`config.mk`:
```
export PLATFORM = sky130hd
export DESIGN_NAME = cache_fill_fsm
export DESIGN_NICKNAME = d
export VERILOG_FILES = /design/src/rtl/cache_pkg.sv /design/src/rtl/cache_fill_fsm_fill_counter.sv /design/src/rtl/cache_fill_fsm.sv
export SDC_FILE = /design/constraint.sdc
export NUM_CORES = 1
export LEC_CHECK = 0
export CAP_MARGIN = 20
export CORE_UTILIZATION = 40
export CTS_BUF_LIST = sky130_fd_sc_hd__clkbuf_4 sky130_fd_sc_hd__clkbuf_8
export DETAILED_ROUTE_END_ITERATION = 7
export PLACE_DENSITY_LB_ADDON = 0.2
export REMOVE_ABC_BUFFERS = 1
export SYNTH_ARGS = -nofsm -noshare
export SYNTH_HDL_FRONTEND = slang
export SYNTH_SLANG_ARGS = --single-unit
```
`constraint.sdc`:
```
create_clock -name clk -period 2.1 [get_ports clk]
set_input_delay 0.42 -clock clk [delete_from_list [all_inputs] [get_ports clk]]
set_output_delay 0.42 -clock clk [all_outputs]
set_load 0.01 [all_outputs]
```
`src/rtl/cache_pkg.sv`:
```
// Shared types and helpers for the cache miss/fill controller.
// Parameter defaults and derived field widths used by every fill instance.
package cache_pkg;

  localparam int DEF_ADDR_WIDTH      = 16;
  localparam int DEF_DATA_WIDTH      = 16;
  localparam int DEF_WORDS_PER_BLOCK = 8;
  localparam int DEF_BYTES_PER_WORD  = 2;

  localparam int BLOCK_OFFSET_BITS = $clog2(DEF_WORDS_PER_BLOCK * DEF_BYTES_PER_WORD);
  localparam int WORD_SEL_BITS     = $clog2(DEF_WORDS_PER_BLOCK);

  typedef enum logic [1:0] {
    IDLE = 2'd0,
    WAIT = 2'd1,
    FILL = 2'd2
  } fill_state_e;

  // Clears the byte-offset-within-block bits of an address.
  function automatic logic [31:0] align_addr(input logic [31:0] addr,
                                             input int unsigned offset_bits);
    return (addr >> offset_bits) << offset_bits;
  endfunction

endpackage

```
`src/rtl/cache_fill_fsm_fill_counter.sv`:
```
// Word counter for a block fill: synchronous reset, clear, and enable,
// saturating at MAX_COUNT so it holds once every word is accounted for.
module fill_counter #(
  parameter int MAX_COUNT = 8,
  parameter int CNT_W     = $clog2(MAX_COUNT + 1)
) (
  input  logic             clk,
  input  logic             rst,
  input  logic             clr,
  input  logic             en,
  output logic [CNT_W-1:0] count
);

  always_ff @(posedge clk) begin
    if (rst || clr) begin
      count <= '0;
    end else if (en && (count != CNT_W'(MAX_COUNT))) begin
      count <= count + CNT_W'(1);
    end
  end

endmodule

```
`src/rtl/cache_fill_fsm.sv`:
```
// Cache miss handler: waits for main memory, fetches one block as a burst of
// word reads, streams returned words to the data array and writes the tag once.
//
// state | meaning
// IDLE  | nothing in flight
// WAIT  | miss accepted, other cache owns main memory
// FILL  | requests issuing and/or words returning
module cache_fill_fsm
  import cache_pkg::*;
#(
  parameter int ADDR_WIDTH      = DEF_ADDR_WIDTH,
  parameter int DATA_WIDTH      = DEF_DATA_WIDTH,
  parameter int WORDS_PER_BLOCK = DEF_WORDS_PER_BLOCK,
  parameter int BYTES_PER_WORD  = DEF_BYTES_PER_WORD,
  localparam int SEL_BITS       = $clog2(WORDS_PER_BLOCK)
) (
  input  logic                  clk,
  input  logic                  rst,
  input  logic                  miss_detected,
  input  logic [ADDR_WIDTH-1:0] miss_address,
  input  logic                  memory_busy,
  input  logic                  memory_data_valid,
  input  logic [DATA_WIDTH-1:0] memory_data,
  output logic                  fsm_busy,
  output logic                  mem_enable,
  output logic [ADDR_WIDTH-1:0] memory_address,
  output logic                  write_data_array,
  output logic [SEL_BITS-1:0]   data_word_sel,
  output logic [DATA_WIDTH-1:0] fill_data,
  output logic                  write_tag_array
);

  localparam int OFFSET_BITS = $clog2(WORDS_PER_BLOCK * BYTES_PER_WORD);
  localparam int CNT_BITS    = $clog2(WORDS_PER_BLOCK + 1);
  localparam logic [CNT_BITS-1:0] CNT_FULL = CNT_BITS'(WORDS_PER_BLOCK);
  localparam logic [CNT_BITS-1:0] CNT_LAST = CNT_BITS'(WORDS_PER_BLOCK - 1);

  fill_state_e           state_q, state_d;
  logic [ADDR_WIDTH-1:0] base_q;
  logic [CNT_BITS-1:0]   issue_cnt, recv_cnt;
  logic                  issue_en, recv_en, cnt_clr;

  fill_counter #(.MAX_COUNT(WORDS_PER_BLOCK), .CNT_W(CNT_BITS)) u_issue_cnt (
    .clk   (clk),
    .rst   (rst),
    .clr   (cnt_clr),
    .en    (issue_en),
    .count (issue_cnt)
  );

  fill_counter #(.MAX_COUNT(WORDS_PER_BLOCK), .CNT_W(CNT_BITS)) u_recv_cnt (
    .clk   (clk),
    .rst   (rst),
    .clr   (cnt_clr),
    .en    (recv_en),
    .count (recv_cnt)
  );

  // Base is captured only on acceptance, so a changing miss_address in WAIT is ignored.
  always_ff @(posedge clk) begin
    if (rst) begin
      state_q <= IDLE;
      base_q  <= '0;
    end else begin
      state_q <= state_d;
      if (state_q == IDLE && miss_detected) begin
        base_q <= ADDR_WIDTH'(align_addr(32'(miss_address), OFFSET_BITS));
      end
    end
  end

  always_comb begin
    state_d          = state_q;
    fsm_busy         = (state_q != IDLE) || miss_detected;
    mem_enable       = 1'b0;
    memory_address   = base_q;
    write_data_array = 1'b0;
    data_word_sel    = recv_cnt[SEL_BITS-1:0];
    fill_data        = '0;
    write_tag_array  = 1'b0;
    issue_en         = 1'b0;
    recv_en          = 1'b0;
    cnt_clr          = 1'b0;

    case (state_q)
      IDLE: begin
        if (miss_detected) begin
          state_d = memory_busy ? WAIT : FILL;
        end
      end
      WAIT: begin
        if (!memory_busy) begin
          state_d = FILL;
        end
      end
      FILL: begin
        issue_en       = 1'b1;
        mem_enable     = (issue_cnt < CNT_FULL);
        memory_address = base_q + ADDR_WIDTH'(issue_cnt) * ADDR_WIDTH'(BYTES_PER_WORD);
        if (memory_data_valid) begin
          write_data_array = 1'b1;
          fill_data        = memory_data;
          recv_en          = 1'b1;
          // Completion is driven by returned words, independent of memory latency.
          if (recv_cnt == CNT_LAST) begin
            write_tag_array = 1'b1;
            cnt_clr         = 1'b1;
            state_d         = IDLE;
          end
        end
      end
      default: state_d = IDLE;
    endcase
  end

endmodule

```
== Word level (Yosys, flattened, before mapping) ==
Cells that the tools add are included.

* Register bits after elaboration: 22
* Bits of input ports: 37
* Output and inout bits: 39
* Word-level logic and storage cells: 41

* Add/sub/neg operators: 3
* Order comparisons: 1
* Equality and inequality tests: 9
* Muxes and demuxes: 16
* Reduce and logical (&&, ||, !) cells: 8

{| class="wikitable"
|+ Operator list
! kind !! number
|-
| two-way mux 16 bit || 3
|-
| adder 16 x 5 -> 16 bit || 1
|-
| two-way mux 2 bit || 5
|-
| adder 4 x 1 -> 4 bit (second input constant) || 2
|-
| inequality test 2 bit (second input constant) || 4
|-
| inequality test 4 bit (second input constant) || 2
|-
| two-way mux 1 bit || 7
|-
| case mux 2 bit (3 select lines) || 1
|-
| == test 4 x 3 -> 1 bit (second input constant) || 1
|-
| < comparator 4 bit (second input constant) || 1
|-
| AND reduction 4 bit || 1
|-
| logical AND 1 bit || 3
|-
| == test 2 x 1 -> 1 bit (second input constant) || 1
|-
| == test 2 bit (second input constant) || 1
|-
| logical NOT 2 bit || 1
|-
| logical OR 1 bit || 2
|-
| nonzero test 2 bit || 1
|}

== Longest topological paths before layout ==
* Depth in word-level cells: 5
* Gate-level depth with buffers: 6
* Mapped depth without buffers: 5

== Cells and area by module ==
A second synthesis with hierarchy kept.

* Cells, all modules: 165
* Area, all modules: 1390.1 µm²

{| class="wikitable"
|+ By module, submodules not included
! module !! instances !! cells an instance !! area each (µm²) !! sequential area each (µm²)
|-
| cache_fill_fsm || 1 || 115 || 942.2 || 280.3
|-
| fill_counter || 2 || 25 || 224.0 || 80.1
|}

== Worst setup path after synthesis ==
Ideal clock, no wire load.

* Kind: reg-to-output
* Start point: register u_issue_cnt.count[3]
* End point: output port memory_address[14]
* Arrival time: 1.401 ns
* Data required time: 1.680 ns
* Setup slack: 0.279 ns
* Cell stages (with the launch flop): 6
* Buffers on the path: 0
* Cells stage by stage: dfxtp_1 ha_1 ha_1 nand3b_4 nor4_2 xor2_1

* Cells in the longest elaborated chain, start to end: 2

{| class="wikitable"
|+ Ends and longest elaborated chain
! what !! RTL line !! RTL
|-
| start, declared || cache_fill_fsm_fill_counter.sv:11 || <nowiki>output logic [CNT_W-1:0] count</nowiki>
|-
| start signal, assigned || cache_fill_fsm_fill_counter.sv:18 || <nowiki>count <= count + CNT_W'(1);</nowiki>
|-
| adder 16 x 5 -> 16 bit || cache_fill_fsm.sv:99 || <nowiki>memory_address = base_q + ADDR_WIDTH'(issue_cnt) * ADDR_WIDTH'(BYTES_PER_WORD);</nowiki>
|-
| two-way mux 16 bit || cache_fill_fsm.sv:85 || <nowiki>case (state_q)</nowiki>
|-
| end, declared || cache_fill_fsm.sv:26 || <nowiki>output logic [ADDR_WIDTH-1:0] memory_address,</nowiki>
|}

No other way between the ends.

== Worst setup path in the final report ==
* Start point: register u_issue_cnt.count[3]
* End point: output port memory_address[10]

Same word-level chain as after synthesis.

==> flow_metrics.tcl <==
set metrics [dict create \
    required_ns 1.68 \
    ys_ff_latch 22 \
    synth-edff-count 0 \
    synth_area_leaders "dfxtp_1, mux2i_1, and2_1" \
    ys_types 36 \
    p_seq_share_pct 49.2 \
    path_clk_slew_ns 0.12 \
    setup_slack_ns 0.0450 \
    synth.top_cells.by_count "dfxtp_1, nor2_1, and2_1" \
    worstPathCellList "ha_4, ha_4, nand3b_4, nor3_2, xor2_1, buf_2" \
    grt_pass1_vias 1331 \
    die_x_um 61.7 \
    max_freq_mhz 487 \
    clock-skew-final_ns 0.00361 \
    power_leakage_nw 1.25 \
    gp_congestion 0.767 \
    cpPeakStageDelay_ns 0.37 \
    grt.total_usage_pct 19.1 \
    antennaDiodeCount 0 \
    synthToLayoutAreaGrowth_pct 67.9 \
    num_vias 1464 \
    worstHoldPathType "flip-flop to flip-flop" \
    cp_slowest_cell "dfxtp_2" \
    drc 0 \
    dpl.hpwl_mm 2.67 \
    place_ws_ns -0.259 \
    postSynthCellCount 166 \
    rsz0062_at_grt "yes" \
    core_um2 3390 \
    grt_use_met3_pct 6.00 \
    worstPathArrival_ns 1.64 \
    final_antenna_net_count 0 \
    numCtsBuffers 3 \
    grt_busiest_layer "met2" \
    rows 21 \
    power_uw 939 \
    p_per_area_nw_per_um2 392 \
    critical_path_class "flip-flop to output port" \
    ir_worst_vdd_uv 228 \
    antenna_found_initial 0 \
    status "complete, no violations" \
    synth_area_um2 1430 \
    clockBufferDepth 2 \
    maxCapViolCount 0 \
    port_buffers 70 \
    period_needed_ns 2.06 \
    yosysWarnings 0 \
    initial_utilization_pct 42.1 \
    avgRoutedWirePerCell_um 12.2 \
    synth_seq_area_share_pct 30.9 \
    critPathBufInv 1 \
    slew_violations 0 \
    drtIter0Drc 33 \
    drtPass1Iterations 4 \
    synth.most_common_cell "dfxtp_1" \
    root_buffer "clkbuf_4" \
    setup_tns_ns 0 \
    dieHeight_um 61.7 \
    grt_pass1_wl_mm 5.42 \
    cp_top_family "flip-flops" \
    fin_nets 297 \
    clkLatencyLatePin_ns 0.30 \
    drt-total-wl_mm 3.63 \
    end_kind "output port" \
    swShare_pct 28.4 \
    grt_max_degree 19 \
    use_met1_pct 23.3 \
    fin_crit_sh_pct 97.9 \
    grt.met2_usage_pct 32.0 \
    cts_tree "yes" \
    cp_max_fo 4 \
    p_comb_share_pct 30.2 \
    final-setup-viol-count 0 \
    yosys.area.top_type_share_pct 30.9 \
    overflow 0 \
    async_flop_share_pct 0 \
    final_hold_viol_count 0 \
    boundaryPins 76 \
    drive_above_1_share_pct 24.6 \
    whs_ns 0.525 \
    cp_common_cell "ha_4" \
    switchingPower_uw 267 \
    clkPwrFrac_pct 20.5 \
    hold_buffers 0 \
    start_kind "flip-flop" \
    yosys.area.top_type "dfxtp_1" \
    avgSynthCellArea_um2 8.60 \
    cts_sinks 22 \
    yosys_most_used_dff "dfxtp_1" \
    internal-power_uw 672 \
    h-tree-depth 1 \
    die_area_um2 3810 \
    viasPerCell 4.91 \
]
## power groups by stage
stage | clock (mW) | combinational, mW | sequential (mW)
after CTS | 0.197 | 0.279 | 0.463
after detailed placement | 0 | 0.286 | 0.468
after floorplan | 0 | 0.108 | 0.474
after global routing | 0.214 | 0.308 | 0.465
after global placement | 0 | 0.284 | 0.467
final | 0.193 | 0.284 | 0.462
## layer usage
layer  vias to the layer above  part of all wire, %
li1                        732                    -
met1                       672                   45
met2                        58                   47
met3                         2                  8.0
met4                         0                 0.52
met5                         -                    0
## through the flow
step / cell area, um^2 / std cells / utilization (%)
3_5_place_dp: 2250 / 291 / 66.5
4_1_cts: 2360 / 296 / 69.6
3_3_place_gp: 2250 / 291 / 66.5
6_report: 2400 / 298 / 70.7
5_1_grt: 2400 / 298 / 70.7
2_1_floorplan: 1350 / 155 / -
## layout by cell type, fill, tap and decap left out, types with 3 or more instances in the layout
| cell | synthesis | routed |
|---|---|---|
| clkbuf_4 | 0 | 3 |
| ha_1 | 6 | 4 |
| a21oi_1 | 9 | 9 |
| dlygate4sd2_1 | 0 | 21 |
| mux2i_1 | 12 | 12 |
| clkbuf_2 | 0 | 3 |
| xor2_1 | 5 | 5 |
| nand2_1 | 8 | 8 |
| and3b_1 | 3 | 3 |
| dfxtp_2 | 0 | 4 |
| dlymetal6s2s_1 | 0 | 5 |
| o21ai_0 | 6 | 6 |
| buf_4 | 4 | 22 |
| nor3_2 | 0 | 4 |
| nor2_1 | 18 | 17 |
| xnor2_1 | 5 | 4 |
| buf_2 | 3 | 5 |
| dfxtp_1 | 22 | 16 |
| nand3_1 | 5 | 5 |
| and2_1 | 16 | 16 |
| inv_1 | 9 | 9 |
| clkdlybuf4s50_1 | 0 | 36 |
| nand4_1 | 4 | 4 |
## path summary, 6_finish.rpt
check / startpoint / end / slack [ns] / depth (start not counted)
hold reg to reg: u_issue_cnt.count[2] / u_issue_cnt.count[2] / 0.53 / 2
setup / recovery: u_issue_cnt.count[3] / memory_address[10] / 0.04 / 6
hold / removal: u_issue_cnt.count[2] / u_issue_cnt.count[2] / 0.53 / 2
setup reg to reg: u_issue_cnt.count[0] / u_issue_cnt.count[0] / 0.67 / 5
## registers in the layout, summed over array words and instances, names as in the netlist
register           flops
u_issue_cnt.count      4
state_q                2
base_q                12
u_recv_cnt.count       4
## layout make-up
class	count	area (um^2)
inverter	10	42.5
timing repair buffer	94	835
clock buffer	3	22.5
tap	46	57.6
sequential	22	453
multi-input combinational	123	987
fill	274	992
## logic make-up after synthesis
| group | Yosys count | share of synthesized area (%) |
|---|---|---|
| flops | 22 | 30.8 |
| mux | 12 | 8.41 |
| fa+ha+maj | 6 | 5.26 |
| xor+xnor | 10 | 6.13 |
| simple gates | 75 | 33.0 |
| buf+inv | 21 | 8.41 |
| compound gates | 19 | 7.71 |
| other cells | 1 | 0.263 |
## repair_timing
item | CTS | global route
buffers inserted | 2 | 2
resized for setup | 74 | 14
pin swaps | 5 | 4
hold endpoints to repair | 0 | 0
setup endpoints to repair | 33 | 12
## worst register-to-register path: cells and delay by family (launching register included)
| family | cells | cell delay [ns] |
|---|---|---|
| AND/OR/NAND/NOR | 2 | 0.52 |
| flip-flops | 1 | 0.43 |
| buffers and inverters | 1 | 0.08 |
| AO/OA/AOI/OAI | 1 | 0.14 |
| adder cells (fa/ha/maj) | 1 | 0.21 |
No activity file was read; power rests on OpenSTA's default activity.
